## src/rtl/prefix_subtractor_pipe.sv

```systemverilog
// Three-stage pipelined Kogge-Stone subtractor (Diff = A + ~B + 1) with valid/ready on both sides.
// Stage 1 forms bitwise g/p, stage 2 runs the first SPLIT prefix levels, stage 3 finishes and forms outputs.
module prefix_subtractor_pipe #(
    parameter int W     = 8,
    parameter int SPLIT = 2
) (
    input  logic         clk,
    input  logic         rst_n,
    input  logic         in_valid,
    output logic         in_ready,
    input  logic [W-1:0] A,
    input  logic [W-1:0] B,
    output logic         out_valid,
    input  logic         out_ready,
    output logic [W-1:0] Diff,
    output logic         Borrow,
    output logic         Ovf,
    output logic [W-1:0] Cg
);

    localparam int LVLS = $clog2(W);

    logic         rdy_q;
    logic         v1_q, v1_d, v2_q, v2_d, v3_q, v3_d;
    logic         en1, en2, en3, fire_in;

    logic [W-1:0] g1_q, g1_d, p1_q, p1_d, ps1_q, ps1_d;
    logic         sa1_q, sa1_d, sb1_q, sb1_d;

    logic [W-1:0] g2_q, g2_d, p2_q, p2_d, ps2_q, ps2_d;
    logic         sa2_q, sa2_d, sb2_q, sb2_d;

    logic [W-1:0] diff_q, diff_d, cg_q, cg_d;
    logic         borrow_q, borrow_d, ovf_q, ovf_d;

    logic [W-1:0] nb, p_raw, g_raw;
    logic [W-1:0] g2_net, p2_net, pmask2;
    logic [W-1:0] g3_net, p3_net, pmask3;

    // Stall chain: a stage may load when it is empty or its successor loads this cycle.
    always_comb begin
        en3      = ~v3_q | out_ready;
        en2      = ~v2_q | en3;
        en1      = ~v1_q | en2;
        in_ready = rdy_q & en1;
        fire_in  = in_valid & in_ready;
    end

    // Stage 1: bitwise generate/propagate of A + ~B, carry-in folded into bit 0.
    always_comb begin
        nb    = ~B;
        p_raw = A ^ nb;
        g_raw = A & nb;

        v1_d  = en1 ? fire_in : v1_q;
        g1_d  = g1_q;
        p1_d  = p1_q;
        ps1_d = ps1_q;
        sa1_d = sa1_q;
        sb1_d = sb1_q;
        if (fire_in) begin
            g1_d  = {g_raw[W-1:1], g_raw[0] | p_raw[0]};
            p1_d  = {p_raw[W-1:1], 1'b0};
            ps1_d = p_raw;
            sa1_d = A[W-1];
            sb1_d = B[W-1];
        end
    end

    // Stage 2: prefix levels 0..SPLIT-1; positions below the span distance pass through.
    always_comb begin
        g2_net = g1_q;
        p2_net = p1_q;
        pmask2 = '0;
        for (int l = 0; l < SPLIT; l++) begin
            pmask2 = (W'(1) << (1 << l)) - W'(1);
            g2_net = g2_net | (p2_net & (g2_net << (1 << l)));
            p2_net = p2_net & ((p2_net << (1 << l)) | pmask2);
        end

        v2_d  = en2 ? v1_q : v2_q;
        g2_d  = g2_q;
        p2_d  = p2_q;
        ps2_d = ps2_q;
        sa2_d = sa2_q;
        sb2_d = sb2_q;
        if (en2 && v1_q) begin
            g2_d  = g2_net;
            p2_d  = p2_net;
            ps2_d = ps1_q;
            sa2_d = sa1_q;
            sb2_d = sb1_q;
        end
    end

    // Stage 3: remaining prefix levels, then sum, borrow and signed overflow.
    always_comb begin
        g3_net = g2_q;
        p3_net = p2_q;
        pmask3 = '0;
        for (int l = SPLIT; l < LVLS; l++) begin
            pmask3 = (W'(1) << (1 << l)) - W'(1);
            g3_net = g3_net | (p3_net & (g3_net << (1 << l)));
            p3_net = p3_net & ((p3_net << (1 << l)) | pmask3);
        end

        v3_d     = en3 ? v2_q : v3_q;
        diff_d   = diff_q;
        cg_d     = cg_q;
        borrow_d = borrow_q;
        ovf_d    = ovf_q;
        if (en3 && v2_q) begin
            diff_d   = ps2_q ^ {g3_net[W-2:0], 1'b1};
            cg_d     = g3_net;
            borrow_d = ~g3_net[W-1];
            ovf_d    = (sa2_q ^ sb2_q) & (sa2_q ^ diff_d[W-1]);
        end
    end

    always_ff @(posedge clk or negedge rst_n) begin
        if (!rst_n) begin
            rdy_q    <= 1'b0;
            v1_q     <= 1'b0;
            v2_q     <= 1'b0;
            v3_q     <= 1'b0;
            g1_q     <= '0;
            p1_q     <= '0;
            ps1_q    <= '0;
            sa1_q    <= 1'b0;
            sb1_q    <= 1'b0;
            g2_q     <= '0;
            p2_q     <= '0;
            ps2_q    <= '0;
            sa2_q    <= 1'b0;
            sb2_q    <= 1'b0;
            diff_q   <= '0;
            cg_q     <= '0;
            borrow_q <= 1'b0;
            ovf_q    <= 1'b0;
        end else begin
            rdy_q    <= 1'b1;
            v1_q     <= v1_d;
            v2_q     <= v2_d;
            v3_q     <= v3_d;
            g1_q     <= g1_d;
            p1_q     <= p1_d;
            ps1_q    <= ps1_d;
            sa1_q    <= sa1_d;
            sb1_q    <= sb1_d;
            g2_q     <= g2_d;
            p2_q     <= p2_d;
            ps2_q    <= ps2_d;
            sa2_q    <= sa2_d;
            sb2_q    <= sb2_d;
            diff_q   <= diff_d;
            cg_q     <= cg_d;
            borrow_q <= borrow_d;
            ovf_q    <= ovf_d;
        end
    end

    assign out_valid = v3_q;
    assign Diff      = diff_q;
    assign Cg        = cg_q;
    assign Borrow    = borrow_q;
    assign Ovf       = ovf_q;

endmodule

```

## config.mk

```make
export PLATFORM = sky130hd
export DESIGN_NAME = prefix_subtractor_pipe
export DESIGN_NICKNAME = d
export VERILOG_FILES = /design/src/rtl/prefix_subtractor_pipe.sv
export SDC_FILE = /design/constraint.sdc
export NUM_CORES = 1
export LEC_CHECK = 0
export ABC_AREA = 1
export BUFFER_PORTS_ARGS = -buffer_cell sky130_fd_sc_hd__buf_2
export CAP_MARGIN = 20
export CORE_ASPECT_RATIO = 1.75
export CORE_MARGIN = 2
export CORE_UTILIZATION = 56
export CTS_CLUSTER_DIAMETER = 120
export DETAILED_ROUTE_END_ITERATION = 10
export MAX_ROUTING_LAYER = met4
export PLACE_DENSITY_LB_ADDON = 0.1
export SLEW_MARGIN = 20
export SYNTH_ARGS = -nofsm -noshare
export SYNTH_HDL_FRONTEND = slang
export SYNTH_SLANG_ARGS = --single-unit
```

## constraint.sdc

```tcl
create_clock -name clk -period 1.4 [get_ports clk]
set_input_delay 0.14 -clock clk [delete_from_list [all_inputs] [get_ports clk]]
set_output_delay 0.14 -clock clk [all_outputs]
set_load 0.1 [all_outputs]
```

==> flow_metrics.tcl, run 1 <==
set metrics [dict create \
    routabilityCongestion 0.764 \
    drive_gt1_share_pct 22.0 \
    finalSetupViolations 1 \
    worstPathMaxFanout 3 \
    required_ns 1.26 \
    drv_cap 0 \
    cts_tree "built" \
    chipHeight_um 96.8 \
    antenna_found_initial 0 \
    drt-wirelength-per-cell_um 11.7 \
    num_vias 2060 \
    drcViolationCount 0 \
    syn_avg_cell_area_um2 9.06 \
    cpPeakStageDelay_ns 0.47 \
    min_period_ns 1.42 \
    hold_viol 0 \
    endpoint_kind "primary output" \
    p_switching_mw 2.90 \
    dp_slack_ns 0.126 \
    grt_pass1_wl_mm 8.63 \
    groute.usage.overall_pct 20.5 \
    status "finished with violations" \
    ys_ff_latch 62 \
    dieArea_um2 5520 \
    wirelength_mm 4.80 \
    die_w_um 57.0 \
    p_per_area_nw_per_um2 1960 \
    grt_setup_unrepaired "yes" \
    worst_ep_arrival_time_ns 1.28 \
    finalMaxSlewViolations 0 \
    switching_share_pct 45.3 \
    final_cell_mix "nand2_1, dfrtp_1, buf_2" \
    final_common_cell "nand2_1" \
    fin_ws_ns -0.0166 \
    synth_area_um2 2750 \
    antenna_left 0 \
    leakagePower_nw 1.72 \
    setup.worst_path.class "flop to primary output" \
    vias_per_cell 5.01 \
    cts_sinks 62 \
    grt_pass1_vias 2001 \
    cts_max_level 3 \
    clock.fmax_ghz 0.706 \
    io_buffers 39 \
    gr-total-overflow 0 \
    seqPwrFrac_pct 38.0 \
    ys_top_cells_by_area "dfrtp_1, nand2_1, o21ai_0" \
    rows 33 \
    coreArea_um2 4710 \
    min_period_over_period_pct 101 \
    insertedDiodeCount 0 \
    cts_buffers 9 \
    stdcell_count 411 \
    yosysTopAreaCell "dfrtp_1" \
    min_path_type "primary input to flop" \
    start_kind "flop" \
    synth_cells 304 \
    finalNetCount 383 \
    p_clk_share_pct 22.3 \
    worstSkewPairLatency_ns 0.33 \
    grt_max_degree 30 \
    first_pass_iters 4 \
    path_cells "nand4_1, nand2_2, inv_4, buf_12" \
    ioPinCount 40 \
    ir_drop_uv 1840 \
    intPower_mw 3.50 \
    violations "negative setup slack" \
    dp_cells 391 \
    synth_fp_nets 332 \
    ys_warn_count 0 \
    root_buffer "clkbuf_8" \
    synth_top_area_share_pct 56.3 \
    combPwrFrac_pct 39.7 \
    cpMaxStageDelayCell "dfrtp_4" \
    initial_utilization_pct 58.5 \
    clk_pin_slew_worst_paths_ns 0.06 \
    hpwlAfterDp_mm 3.60 \
    clockBufferDepth 2 \
    syn_to_final_growth_pct 18.7 \
    ys_seq_area_share_pct 56.3 \
    ys_types 23 \
    drt-initial-drc-count 91 \
    fin_skew_ns 0.00431 \
]
-- critical path, delay by kind of cell, from the launching register on --
kind | cells | cell delay [ns]
and+or+nand+nor | 2 | 0.23
buffers and inverters | 2 | 0.25
DFF | 1 | 0.47
-- state kept, by name (all words and copies together), names as in the netlist, 4 cells and up --
register / count
Cg: 8
ps2_q: 8
p2_q: 4
ps1_q: 8
g2_q: 8
g1_q: 8
Diff: 8
-- synthesized netlist by cell type (all sizes together) --
| cell type | number |
|---|---|
| a21oi | 7 |
| a31oi | 4 |
| buf | 12 |
| conb | 1 |
| dfrtp | 62 |
| ha | 8 |
| inv | 26 |
| nand2 | 114 |
| nand3 | 24 |
| nand3b | 1 |
| nand4 | 2 |
| nor2 | 6 |
| o21a | 1 |
| o21ai | 29 |
| o31ai | 3 |
| xnor2 | 4 |
-- worst paths after layout --
check                      cells past startpoint               endpoint             startpoint  slack [ns]
min in group asynchronous                      2    Diff[0]$_DFFE_PN0P_                  rst_n        0.30
hold reg to reg                                1    Diff[0]$_DFFE_PN0P_   ps2_q[0]$_DFFE_PN0P_        0.46
setup / recovery                               4               in_ready  out_valid$_DFFE_PN0P_       -0.02
max in group asynchronous                      3  out_valid$_DFFE_PN0P_                  rst_n        0.61
hold / removal                                 3      sa1_q$_DFFE_PN0P_                   A[7]        0.06
setup reg to reg                               7   ps1_q[7]$_DFFE_PN0P_  out_valid$_DFFE_PN0P_        0.06
-- through the flow --
step	setup TNS [ns]	power, mW	util [%]	area (um2)	hold WS (ns)
6_report	-0.0166	6.40	69.5	3270	0.0592
5_1_grt	-0.334	6.73	69.5	3270	0.0624
4_1_cts	-0.0212	6.47	69.0	3250	0.0412
3_5_place_dp	0	5.00	64.2	3020	0.120
3_3_place_gp	0	4.96	64.2	3020	0.120
2_1_floorplan	-0.273	4.55	-	2770	-0.156
-- cell families after synthesis --
family | after synthesis | synth area share [%]
XOR/XNOR | 4 | 1.27
AO/OA/AOI/OAI | 44 | 9.22
adder cells (fa/ha/maj) | 8 | 3.63
buffers and inverters | 38 | 6.95
AND/OR/NAND/NOR | 147 | 22.4
other | 1 | 0.136
flip-flops | 62 | 56.3
-- area by class of cell --
type / instances / area, um2
Timing Repair Buffer: 52 / 335
Multi-Input combinational cell: 204 / 1020
Clock buffer: 15 / 186
Tap cell: 52 / 65.1
Fill cell: 404 / 1440
Inverter: 26 / 105
Sequential cell: 62 / 1560
-- layer usage --
| layer | up-vias | global-route usage, % | wire length [um] |
|---|---|---|---|
| li1 | 1084 | - | - |
| met1 | 928 | 22.3 | 1990 |
| met2 | 40 | 35.0 | 2540 |
| met3 | 8 | 4.95 | 182 |
| met4 | 0 | 8.59 | 95 |
| met5 | - | - | 0 |
-- power by group through the flow --
| stage | combinational, mW | sequential [mW] | clock, mW |
|---|---|---|---|
| floorplan | 0.623 | 3.93 | 0 |
| global placement | 2.51 | 2.45 | 0 |
| detailed placement | 2.53 | 2.47 | 0 |
| CTS | 2.55 | 2.44 | 1.47 |
| global route | 2.71 | 2.49 | 1.54 |
| finish | 2.54 | 2.43 | 1.43 |
-- timing repair --
action / CTS / global route
endpoints found under the setup margin: 1 / 41
resized for setup: 1 / 6
buffers inserted: 3 / 1
pin swaps: 1 / 1
hold buffers: 1 / 0
hold endpoints to repair: 17 / 0
(Power assumes the default switching activity.)
==> run 2, diff against run 1 <==
- CORE_UTILIZATION: 56 -> 39
==> run 2 against run 1 <==
  * The run still ends with negative setup slack left
  * Core utilization shrank 20 points
  * Non-clock buffer count shrank 1
  * Critical path depth grew 1
  * Maximum frequency shrank 1.8%
  * Clock power grew 45%
  * Cell area grew 4.1%
  * Highest routed layer unchanged
==> flow_metrics.tcl, run 2 (same netlist as run 1, synthesis figures left out) <==
set metrics [dict create \
    status "finished with violations" \
    violations "negative setup slack" \
    cpPeakStageDelay_ns 0.47 \
    cts_max_level 3 \
    path_cells "nand4_1, nand2_1, inv_2, buf_12, buf_12" \
    grt_pass1_vias 1978 \
    grt_max_degree 63 \
    postPlaceCellArea_um2 3080 \
    fin_ws_ns -0.0433 \
    dp_cells 423 \
    syn_to_final_growth_pct 23.6 \
    finalMaxSlewViolations 0 \
    io_buffers 39 \
    num_vias 2029 \
    root_buffer "clkbuf_16" \
    hpwlAfterDp_mm 3.76 \
    fin_area_um2 3400 \
    clk_pin_slew_worst_paths_ns 0.05 \
    min_period_over_period_pct 103 \
    first_pass_iters 6 \
    cpMaxStageDelayCell "dfrtp_4" \
    reg2reg_from "out_valid$_DFFE_PN0P_" \
    finalNetCount 382 \
    ioPinCount 40 \
    fin_skew_ns 0.00420 \
    stdcell_count 442 \
    clock.fmax_ghz 0.693 \
    setup.worst_path.class "flop to primary output" \
    grt_pass1_wl_mm 9.08 \
    drcViolationCount 0 \
    dp_slack_ns 0.160 \
    finalSetupViolations 1 \
    startpoint "out_valid$_DFFE_PN0P_" \
    worst_ep_arrival_time_ns 1.30 \
    cp_num_buf_inv 3 \
    min_path_type "primary input to flop" \
    antenna_found_initial 0 \
    min-delay-start "A[7]" \
    final_common_cell "nand2_1" \
    seq_area_um2 1560 \
    ir_drop_uv 695 \
    chipHeight_um 115 \
    totalPowerFinal_mw 7.09 \
    cts_buffers 9 \
    hold_viol 0 \
    required_ns 1.26 \
    wirelength_mm 5.29 \
    endpoint_kind "primary output" \
    gr-total-overflow 0 \
    nFillCells 704 \
    drv_cap 0 \
    leakagePower_nw 1.77 \
    cp_common_cell "buf_12" \
    drive_gt1_share_pct 21.5 \
    routabilityCongestion 0.691 \
    min_period_ns 1.44 \
    start_kind "flop" \
    groute.usage.overall_pct 16.5 \
    coreArea_um2 6860 \
    multi_input_area_um2 1010 \
    initial_utilization_pct 40.2 \
    cts_sinks 62 \
    grt_setup_unrepaired "yes" \
    die_w_um 67.5 \
    final_cell_mix "nand2_1, dfrtp_1, buf_2" \
    clockBufferDepth 2 \
    antenna_left 0 \
    insertedDiodeCount 0 \
    critPathTopFamily "flip-flops" \
    drt-wirelength-per-cell_um 12.0 \
    dieArea_um2 7780 \
    vias_per_cell 4.59 \
    drt-initial-drc-count 102 \
    worstPathMaxFanout 2 \
    rows 40 \
    p_per_area_nw_per_um2 2080 \
    worstSkewPairLatency_ns 0.32 \
    cts_tree "built" \
]
[run 2: cell types whose count changed in the layout (fill, tap and decap cells not counted), sizes merged]
cell | before | now
buf | 51 | 50
[run 2: metrics by stage]
stage	util [%]	TNS [ns]	hold slack, ns
after global placement	44.9	0	0.176
after detailed placement	44.9	0	0.176
after floorplan	-	-0.273	-0.156
after CTS	49.6	-0.0683	0.0674
final	49.6	-0.0433	0.0856
after global routing	49.6	-0.104	0.104
[run 2: worst register-to-register path, cell delays in order (launching register included)]
cell and delay, ns:
dfrtp_4 0.47, buf_4 0.15, nand2_1 0.09, nand2_2 0.11
buf_4 0.20, o21ai_0 0.19
[run 2: worst paths after layout]
path,endpoint,slack (ns),cells after the start
max,in_ready,-0.04,5
min,sa1_q$_DFFE_PN0P_,0.09,3
max reg2reg,Diff[3]$_DFFE_PN0P_,0.11,5
min reg2reg,Diff[0]$_DFFE_PN0P_,0.46,1
max in group asynchronous,out_valid$_DFFE_PN0P_,0.76,3
min in group asynchronous,Diff[0]$_DFFE_PN0P_,0.36,3
[run 2: timing repair]
item / CTS / global route
setup buffers: 3 / 0
pin swaps: 0 / 2
cloned: 0 / 0
setup endpoints to repair: 1 / 4
hold endpoints to repair: 62 / 0
hold buffers: 1 / 0
gates resized for setup: 1 / 2
[run 2: cell type report]
type | count | area share [%]
Tap cell | 84 | 3.09
Timing Repair Buffer | 51 | 10.2
Sequential cell | 62 | 45.7
Multi-Input combinational cell | 204 | 29.7
Inverter | 26 | 2.87
Clock buffer | 15 | 8.46
[run 2: power breakdown]
part | switching (mW) | internal (mW)
Combinational | 2.07 | 0.497
Sequential | 0.248 | 2.19
Clock | 0.704 | 1.38
[run 2: layer usage]
| metal | track usage [%] | wire (um) | share of wire (%) |
|---|---|---|---|
| met2 | 26.3 | 2670 | 50 |
| met5 | - | 0 | 0 |
| met4 | 8.16 | 82 | 1.5 |
| met1 | 18.5 | 2350 | 44 |
| met3 | 4.70 | 195 | 3.7 |
==> run 3, diff against run 2 <==
- BUFFER_PORTS_ARGS: -buffer_cell sky130_fd_sc_hd__buf_2 -> -buffer_cell sky130_fd_sc_hd__buf_4
- CORE_MARGIN: 2 -> 8
- CORE_UTILIZATION: 39 -> 36
==> run 3 against run 2 <==
  * The flow now finishes without violations
  * Hold slack got worse by 0.022 ns
  * Core utilization is 3.5 points lower
  * Final cell count increased by 0.45%
  * First-iteration DRC count rose by 16%
  * Cell area rose by 1.8%
  * Clock-buffer cell count down 1
  * Power grew 0.32%
  * Clock power fell by 5%
  * Sequential cell count unchanged
  * Global-route usage fell by 4.1 points
  * Setup slack better by 0.072 ns
  * Largest cell class unchanged
==> flow_metrics.tcl, run 3 (same netlist as run 1, synthesis figures left out) <==
set metrics [dict create \
    status "completed" \
    drt-initial-drc-count 118 \
    fin_area_um2 3470 \
    seqPwrFrac_pct 34.4 \
    p_clk_share_pct 27.6 \
    final_cell_mix "nand2_1, dfrtp_1, buf_4" \
    hold_viol 0 \
    cts_sinks 62 \
    fin_skew_ns 0.00335 \
    dp_slack_ns 0.134 \
    first_pass_iters 4 \
    grt_pass1_wl_mm 10.0 \
    endpoint_kind "primary output" \
    path_depth 4 \
    r2r_cells 6 \
    whs_ns 0.0637 \
    wirelength_mm 5.63 \
    ioPinCount 40 \
    routabilityCongestion 0.751 \
    root_buffer "clkbuf_16" \
    cpPeakStageDelay_ns 0.47 \
    start_kind "flop" \
    hpwlAfterDp_mm 4.25 \
    clk_pin_slew_worst_paths_ns 0.05 \
    drcViolationCount 0 \
    finalSetupViolations 0 \
    cts_buffers 9 \
    postPlaceCellArea_um2 3140 \
    grt_max_degree 30 \
    grt_setup_unrepaired "yes" \
    cpMaxStageDelayCell "dfrtp_4" \
    leakagePower_nw 1.78 \
    num_vias 2044 \
    critPathTopFamily "flip-flops" \
    min_path_type "primary input to flop" \
    hold_depth 3 \
    finish.utilization_pct 46.1 \
    syn_to_final_growth_pct 25.9 \
    finalMaxSlewViolations 0 \
    nFillCells 767 \
    insertedDiodeCount 0 \
    clockBufferDepth 2 \
    p_switching_mw 3.02 \
    chipHeight_um 132 \
    worstSkewPairLatency_ns 0.32 \
    seq_area_um2 1560 \
    multi_input_area_um2 1020 \
    fin_ws_ns 0.0286 \
    grt_pass1_vias 2097 \
    required_ns 1.26 \
    min_period_over_period_pct 98.0 \
    drive_gt1_share_pct 20.8 \
    dieArea_um2 10800 \
    antenna_found_initial 0 \
    rows 42 \
    min_period_ns 1.37 \
    worstPathMaxFanout 2 \
    path_cells "nand4_1, nand2_1, inv_4, buf_12" \
    antenna_left 0 \
    die_w_um 82.1 \
    coreArea_um2 7510 \
    totalPowerFinal_mw 7.11 \
    clock.fmax_ghz 0.729 \
    final_common_cell "nand2_1" \
    cts_tree "built" \
    initial_utilization_pct 36.6 \
    vias_per_cell 4.60 \
    combPwrFrac_pct 38.0 \
    switching_share_pct 42.5 \
    gr-total-overflow 0 \
    worst_ep_arrival_time_ns 1.23 \
    ir_drop_uv 667 \
    drv_cap 0 \
    cp_num_buf_inv 2 \
    setup.worst_path.class "flop to primary output" \
    finalNetCount 380 \
    cts_max_level 3 \
    io_buffers 39 \
    p_per_area_nw_per_um2 2050 \
    groute.usage.overall_pct 12.4 \
    drt-wirelength-per-cell_um 12.7 \
    intPower_mw 4.09 \
]
==> run 3: cell count changes in the layout (fill, tap and decap cells not counted), sizes merged <==
cell,change
clkinv,+1
clkbuf,-1
buf,-2
==> run 3: through the flow <==
stage | TNS [ns] | instances
after global routing | -0.0957 | 444
after floorplan | -0.273 | 304
after CTS | 0 | 444
after global placement | 0 | 426
after detailed placement | 0 | 426
final | 0 | 444
==> run 3: worst paths after layout <==
kind                                             from                  end  slack [ns]
max in group asynchronous                       rst_n    sb1_q$_DFFE_PN0P_        0.67
worst max-delay path            out_valid$_DFFE_PN0P_             in_ready        0.03
min in group asynchronous                       rst_n  Diff[0]$_DFFE_PN0P_        0.27
worst min-delay path                             B[7]    sb1_q$_DFFE_PN0P_        0.06
worst max register to register  out_valid$_DFFE_PN0P_    sb2_q$_DFFE_PN0P_        0.05
worst min register to register      sa1_q$_DFFE_PN0P_    sa1_q$_DFFE_PN0P_        0.47
==> run 3: layout make-up <==
class,count,area share [%]
sequential,62,44.9
multi-input combinational,204,29.4
timing repair buffer,49,11.9
clock buffer,14,7.62
tap,88,3.18
inverter,26,2.89
clock inverter,1,0.144
==> run 3: power by group through the flow <==
| stage | Sequential (mW) | Combinational (mW) | Clock [mW] |
|---|---|---|---|
| global route | 2.51 | 2.89 | 2.11 |
| floorplan | 3.93 | 0.623 | 0 |
| global placement | 2.47 | 2.68 | 0 |
| CTS | 2.46 | 2.73 | 2.04 |
| detailed placement | 2.49 | 2.70 | 0 |
| finish | 2.45 | 2.70 | 1.97 |
==> run 3: timing repair <==
action,in CTS,in global routing
endpoints found under the hold margin,23,0
pin swaps,1,1
resized for setup,4,3
setup buffers,2,0
setup endpoints to repair,1,15
hold buffers,1,0
==> run 3: routing by layer <==
layer  share of wire (%)  GRT usage (%)  vias to the layer above
met3                 4.6           3.21                       11
li1                    -              -                     1074
met2                  51           19.3                       39
met5                   0              -                        -
met1                  41           13.7                      920
met4                 2.9           7.47                        0
==> run 3: worst reg2reg max path, cell delays in order (launching register included) <==
cell and delay, ns:
dfrtp_4 0.47, buf_4 0.15, nand3_2 0.09, nand2_4 0.14
inv_2 0.11, buf_12 0.17, o21ai_0 0.10
